### config.mk
export PLATFORM = sky130hd
export DESIGN_NAME = image_mem_ctrl
export DESIGN_NICKNAME = d
export VERILOG_FILES = /design/src/rtl/image_mem_ctrl.sv
export SDC_FILE = /design/constraint.sdc
export NUM_CORES = 1
export LEC_CHECK = 0
export BUFFER_PORTS_ARGS = -buffer_cell sky130_fd_sc_hd__buf_4
export CAP_MARGIN = 20
export CELL_PAD_IN_SITES_DETAIL_PLACEMENT = 1
export CELL_PAD_IN_SITES_GLOBAL_PLACEMENT = 2
export CORE_MARGIN = 4
export CORE_UTILIZATION = 31
export DETAILED_ROUTE_END_ITERATION = 6
export PLACE_DENSITY_LB_ADDON = 0.05
export SYNTH_ARGS = -nofsm -noshare
export SYNTH_HDL_FRONTEND = slang
export SYNTH_SLANG_ARGS = --single-unit
### constraint.sdc
create_clock -name clk -period 3.49 [get_ports clk]
set_input_delay 0.349 -clock clk [delete_from_list [all_inputs] [get_ports clk]]
set_output_delay 0.349 -clock clk [all_outputs]
set_load 0.01 [all_outputs]
### src/rtl/image_mem_ctrl.sv
// Image memory controller: fills the 28x28 frame from the capture stream, streams it
// to the classifier and shares the single read port with the VGA display reader.
module image_mem_ctrl #(
    parameter int NPIX = 784,
    parameter int AW   = 10,
    parameter int DW   = 8
) (
    input  logic          clk,
    input  logic          rst,
    input  logic          cap_start,
    input  logic          cap_valid,
    input  logic [DW-1:0] cap_data,
    output logic          cap_ready,
    input  logic          nn_start,
    output logic          nn_pix_valid,
    output logic [DW-1:0] nn_pix_data,
    output logic [AW-1:0] nn_pix_idx,
    input  logic          nn_pix_ready,
    output logic          nn_done,
    input  logic          disp_req,
    input  logic [AW-1:0] disp_addr,
    output logic          disp_gnt,
    output logic          disp_valid,
    output logic [DW-1:0] disp_data,
    output logic          mem_we,
    output logic [AW-1:0] mem_waddr,
    output logic [DW-1:0] mem_wdata,
    output logic [AW-1:0] mem_raddr,
    input  logic [DW-1:0] mem_rdata,
    output logic          frame_ready,
    output logic          busy
);
    typedef enum logic [1:0] {
        S_IDLE,
        S_CAPTURE,
        S_READY,
        S_STREAM
    } state_t;

    localparam logic [AW-1:0] LAST_ADDR = AW'(NPIX - 1);
    localparam logic [AW:0]   NPIX_EXT  = (AW+1)'(NPIX);

    state_t        state_q, state_d;
    logic [AW-1:0] wcnt_q, wcnt_d;
    logic [AW:0]   rcnt_q, rcnt_d;
    logic          nn_pend_q, nn_pend_d;
    logic          nn_pix_valid_q, nn_pix_valid_d;
    logic [DW-1:0] nn_pix_data_q, nn_pix_data_d;
    logic [AW-1:0] nn_pix_idx_q, nn_pix_idx_d;
    logic          nn_done_q, nn_done_d;
    logic          disp_valid_q, disp_valid_d;
    logic          disp_oob_q, disp_oob_d;
    logic [AW-1:0] mem_raddr_q, mem_raddr_d;
    logic          prio_disp_q, prio_disp_d;

    logic          nn_accept;
    logic          stream_want;
    logic          stream_gnt;
    logic          disp_oob;
    logic [AW-1:0] cap_addr;

    always_comb begin
        state_d        = state_q;
        wcnt_d         = wcnt_q;
        rcnt_d         = rcnt_q;
        nn_pend_d      = 1'b0;
        nn_pix_valid_d = nn_pix_valid_q;
        nn_pix_data_d  = nn_pix_data_q;
        nn_pix_idx_d   = nn_pix_idx_q;
        nn_done_d      = 1'b0;
        disp_valid_d   = 1'b0;
        disp_oob_d     = 1'b0;
        mem_raddr_d    = mem_raddr_q;
        prio_disp_d    = prio_disp_q;
        cap_ready      = 1'b0;
        mem_we         = 1'b0;
        mem_waddr      = '0;
        mem_wdata      = '0;
        cap_addr       = cap_start ? '0 : wcnt_q;

        // The stream only asks for the port when it can take the returning pixel.
        nn_accept   = nn_pix_valid_q && nn_pix_ready;
        stream_want = (state_q == S_STREAM) && !nn_pend_q && (rcnt_q < NPIX_EXT)
                      && (!nn_pix_valid_q || nn_pix_ready);
        disp_oob    = ({1'b0, disp_addr} >= NPIX_EXT);
        disp_gnt    = disp_req && (!stream_want || prio_disp_q);
        stream_gnt  = stream_want && !disp_gnt;
        if (disp_req && stream_want) begin
            prio_disp_d = stream_gnt;
        end

        if (disp_gnt) begin
            disp_valid_d = 1'b1;
            disp_oob_d   = disp_oob;
            if (!disp_oob) begin
                mem_raddr_d = disp_addr;
            end
        end

        // mem_raddr_q still holds the stream address during the cycle its data returns.
        if (nn_accept) begin
            nn_pix_valid_d = 1'b0;
        end
        if (nn_pend_q) begin
            nn_pix_valid_d = 1'b1;
            nn_pix_data_d  = mem_rdata;
            nn_pix_idx_d   = mem_raddr_q;
        end
        if (stream_gnt) begin
            nn_pend_d   = 1'b1;
            mem_raddr_d = rcnt_q[AW-1:0];
            rcnt_d      = rcnt_q + (AW+1)'(1);
        end

        case (state_q)
            S_IDLE: begin
                if (cap_start) begin
                    state_d = S_CAPTURE;
                    wcnt_d  = '0;
                end
            end
            S_CAPTURE: begin
                cap_ready = 1'b1;
                if (cap_valid) begin
                    mem_we    = 1'b1;
                    mem_waddr = cap_addr;
                    mem_wdata = cap_data;
                    if (cap_addr == LAST_ADDR) begin
                        state_d = S_READY;
                        wcnt_d  = '0;
                    end else begin
                        wcnt_d = cap_addr + AW'(1);
                    end
                end else if (cap_start) begin
                    wcnt_d = '0;
                end
            end
            S_READY: begin
                if (cap_start) begin
                    state_d = S_CAPTURE;
                    wcnt_d  = '0;
                end else if (nn_start) begin
                    state_d = S_STREAM;
                    rcnt_d  = '0;
                end
            end
            S_STREAM: begin
                if (nn_accept && (nn_pix_idx_q == LAST_ADDR)) begin
                    state_d   = S_READY;
                    nn_done_d = 1'b1;
                end
            end
            default: state_d = S_IDLE;
        endcase
    end

    always_ff @(posedge clk) begin
        if (rst) begin
            state_q        <= S_IDLE;
            wcnt_q         <= '0;
            rcnt_q         <= '0;
            nn_pend_q      <= 1'b0;
            nn_pix_valid_q <= 1'b0;
            nn_pix_data_q  <= '0;
            nn_pix_idx_q   <= '0;
            nn_done_q      <= 1'b0;
            disp_valid_q   <= 1'b0;
            disp_oob_q     <= 1'b0;
            mem_raddr_q    <= '0;
            prio_disp_q    <= 1'b1;
        end else begin
            state_q        <= state_d;
            wcnt_q         <= wcnt_d;
            rcnt_q         <= rcnt_d;
            nn_pend_q      <= nn_pend_d;
            nn_pix_valid_q <= nn_pix_valid_d;
            nn_pix_data_q  <= nn_pix_data_d;
            nn_pix_idx_q   <= nn_pix_idx_d;
            nn_done_q      <= nn_done_d;
            disp_valid_q   <= disp_valid_d;
            disp_oob_q     <= disp_oob_d;
            mem_raddr_q    <= mem_raddr_d;
            prio_disp_q    <= prio_disp_d;
        end
    end

    assign nn_pix_valid = nn_pix_valid_q;
    assign nn_pix_data  = nn_pix_data_q;
    assign nn_pix_idx   = nn_pix_idx_q;
    assign nn_done      = nn_done_q;
    assign disp_valid   = disp_valid_q;
    assign disp_data    = (disp_valid_q && !disp_oob_q) ? mem_rdata : '0;
    assign mem_raddr    = mem_raddr_q;
    assign frame_ready  = (state_q == S_READY) || (state_q == S_STREAM);
    assign busy         = (state_q == S_CAPTURE) || (state_q == S_STREAM);

endmodule

==> out/results.ini <==
[flow_run]
cap_violations=0

[finish]
final_cell_mix=96 x buf_4, 57 x dfxtp_1, 30 x mux2i_1, 29 x nor2_1
final_nets=453
n_antenna_cell=0
layout-drive-gt1-share_pct=28.37
syn_to_final_growth_pct=33.95
layout_commonest_cell=buf_4
design_area_sq_mm=0.003895

[sta]
final_hold_viol_count=0
finalCritPeriodShare_pct=81.47
drv_slew=0
final.min_clock_period_ns=2.843
fin_setup_tns_ns=0
max_slew.worst_pin.slew_ns=0.8598
relSlewSlack_pct=42.68
fmax_mhz=351.7
skew_ns=0.01166
rsz0062_at_grt=no
setup_viol=0
setup_ws_ns=0.6467

[power]
power.density_mw_per_mm2=406.0
leakagePower_nw=1.582
p_comb_share_pct=11.8
pwr-share-clk_pct=45.0
p_seq_share_pct=43.2
peakVddDrop_v=0.0002451
p_sw_w=0.0004210
p_int_w=0.001161
swShare_pct=26.62

[placement]
io_buffers=94
placed_area_sq_mm=0.003669
hpwl_mm=6.597
finalWeightedCongestion=0.7485
post-place-ws_ns=1.004

[global_route]
grt_pass1_wl_mm=14.68
grt_pass1_vias=2797
met1_usage_pct=23.25
overflow=0
track_usage_pct=16.22
grt_max_degree=43
top_usage_layer=met2
use_met3_pct=3.706
antenna_found_initial=0
use_met2_pct=24.15

[detailed_routing]
avgRoutedWirePerCell_microns=16.91
routed_via_density=5.217
drt-pass1-iter-count=5
drt_iter0_markers=66
ant_nets=0
drt-total-wl_mm=9.030
drc=0
num_vias=2786

[floorplan]
die-width_microns=104.9
die_h_microns=104.9
pin_count=95
core_area_sq_mm=0.009196
start_util_pct=31.62
die-area_sq_mm=0.01099
num_rows=35

[logic_synthesis]
syn_inst=337
synth-edff-count=0
synth.top_cell.area_share_pct=39.24
yosys.area.top_type=dfxtp_1
synthTopCellsByArea=dfxtp_1 39%, mux2i_1 10%, and2_1 4.5%
yosysWarnings=0
synth_flop_cell=dfxtp_1
synthesis.nets=372
ys_async_sr_fraction_pct=0
netlist_area_sq_mm=0.002908
synth_seq_area_share_pct=39.24
synth_seq_cells=57
postSynthAreaPerCell_sq_um=8.628
yosysUniqueCellTypes=48

[cts]
cts_hold_buf=0
postCtsSetupBuffers=0
ctsResizeCount=0
clk_path_buf_depth=2
clk_pin_slew_ns=0.07
root_buffer=clkbuf_8
cts_max_level=3
clk_latency_ns=0.34
numClockSinks=57
numCtsBuffers=9
cts_tree=done

[hold_path]
min-delay-start=mem_rdata[2]
whs_path_depth=3
hold_path_end=nn_pix_data[2]
hold_path.class=primary input to flip-flop

[critical_path]
start_kind=flip-flop
crit_chain=nand2b_1 -> inv_1 -> nand2_1 -> nor2_1 -> and2_1 -> buf_4
end_kind=primary output
worstReg2RegStart=rcnt_q[7]
crit_family=simple AND/OR/NAND/NOR gates
critPathArrivalTime_ns=2.49
path_class=flip-flop to primary output
r2r-end=rcnt_q[3]
critPathRequiredTime_ns=3.14
path_max_fanout=20
crit_buf_inv=2
cp_slowest_stage_delay_ns=0.60
reg2regPathDepth=5
r2r_setup_slack_ns=1.02
cp_slowest_cell=dfxtp_1

[run_status]
status=finished, final reports clean

[flip-flops by register name, summed over array words and instances (netlist names), 2 cells and up]
register	flops
mem_raddr	10
nn_pix_data	8
nn_pix_idx	10
rcnt_q	11
state_q	2
wcnt_q	10
[cells in the mapped netlist, types with 2 or more instances]
cell type and instances:
and3_1 12, clkbuf_1 19, and4_1 3, dfxtp_1 57
or2_2 3, a311oi_1 2, nor2_1 29, ha_1 2
or4_1 3, nand3b_1 5, nor2b_1 10, nor4bb_1 2
nand2b_1 5, nand4b_1 5, inv_1 6, nand3_1 11
o21ai_0 9, o31ai_1 11, nand2_1 17, mux2i_1 30
a31oi_1 5, and4b_1 3, or3_1 4, nor3_1 6
nor4b_1 2, and2_1 21, a21oi_1 21, o21a_1 3
buf_1 6, a211oi_1 2, nor4_1 3, nand4_1 3
o221ai_1 2
[final cells by class]
| class | count | area (sq um) |
|---|---|---|
| tap | 111 | 138.9 |
| clock buffer | 9 | 123.9 |
| inverter | 6 | 22.52 |
| timing repair buffer | 96 | 720.7 |
| clock inverter | 7 | 102.6 |
| multi-input combinational | 248 | 1645 |
| fill | 1115 | 5301 |
| sequential | 57 | 1141 |
[power by group through the flow]
stage	registers, W	logic (W)	clock network (W)
2_1_floorplan	0.000693	0.000102	0
3_3_place_gp	0.000698	0.000187	0
3_5_place_dp	0.000698	0.000189	0
4_1_cts	0.000683	0.000189	0.000737
5_1_grt	0.000686	0.000206	0.000765
6_report	0.000683	0.000187	0.000712
[tightest hold or removal path: cells and delay by family]
family | cells | cell delay (ns)
mux | 1 | 0.05
simple gates | 1 | 0.07
buf+inv | 1 | 0.08
[how the worst max path moves through the flow]
| stage | start | depth (start not counted) | end |
|---|---|---|---|
| after global placement | cap_start | 7 | wcnt_q[3] |
| final | state_q[0] | 6 | mem_waddr[0] |
| after floorplan | cap_start | 8 | wcnt_q[3] |
| after global routing | state_q[0] | 6 | mem_waddr[5] |
| after detailed placement | cap_start | 7 | wcnt_q[3] |
| after CTS | state_q[0] | 6 | mem_waddr[0] |
[per-layer routing]
| layer | wire [microns] | share of wire, % |
|---|---|---|
| met3 | 452 | 5.0 |
| met5 | 0 | 0 |
| met1 | 4614 | 51 |
| met4 | 106 | 1.2 |
| met2 | 3856 | 43 |
[kinds of logic (layout without fill, tap and decap cells)]
group	count (synthesis)	after routing	synth area share, %
compound gates	65	65	15.15
fa+ha+maj	2	2	0.8604
buf+inv	32	118	4.174
flops	57	57	39.24
mux	30	30	10.33
simple gates	151	151	30.25
[stage by stage]
stage                     total power (W)  hold slack [ns]  std cells  utilization, %
after floorplan                 0.0007951           0.4202        337               -
after global placement          0.0008844           0.4401        518           39.89
after detailed placement        0.0008869           0.4459        518           39.89
after CTS                        0.001609           0.2471        534           42.35
after global routing             0.001657           0.2748        534           42.35
final                            0.001582           0.2557        534           42.35
Note: power is estimated with default switching activity, not from simulation.
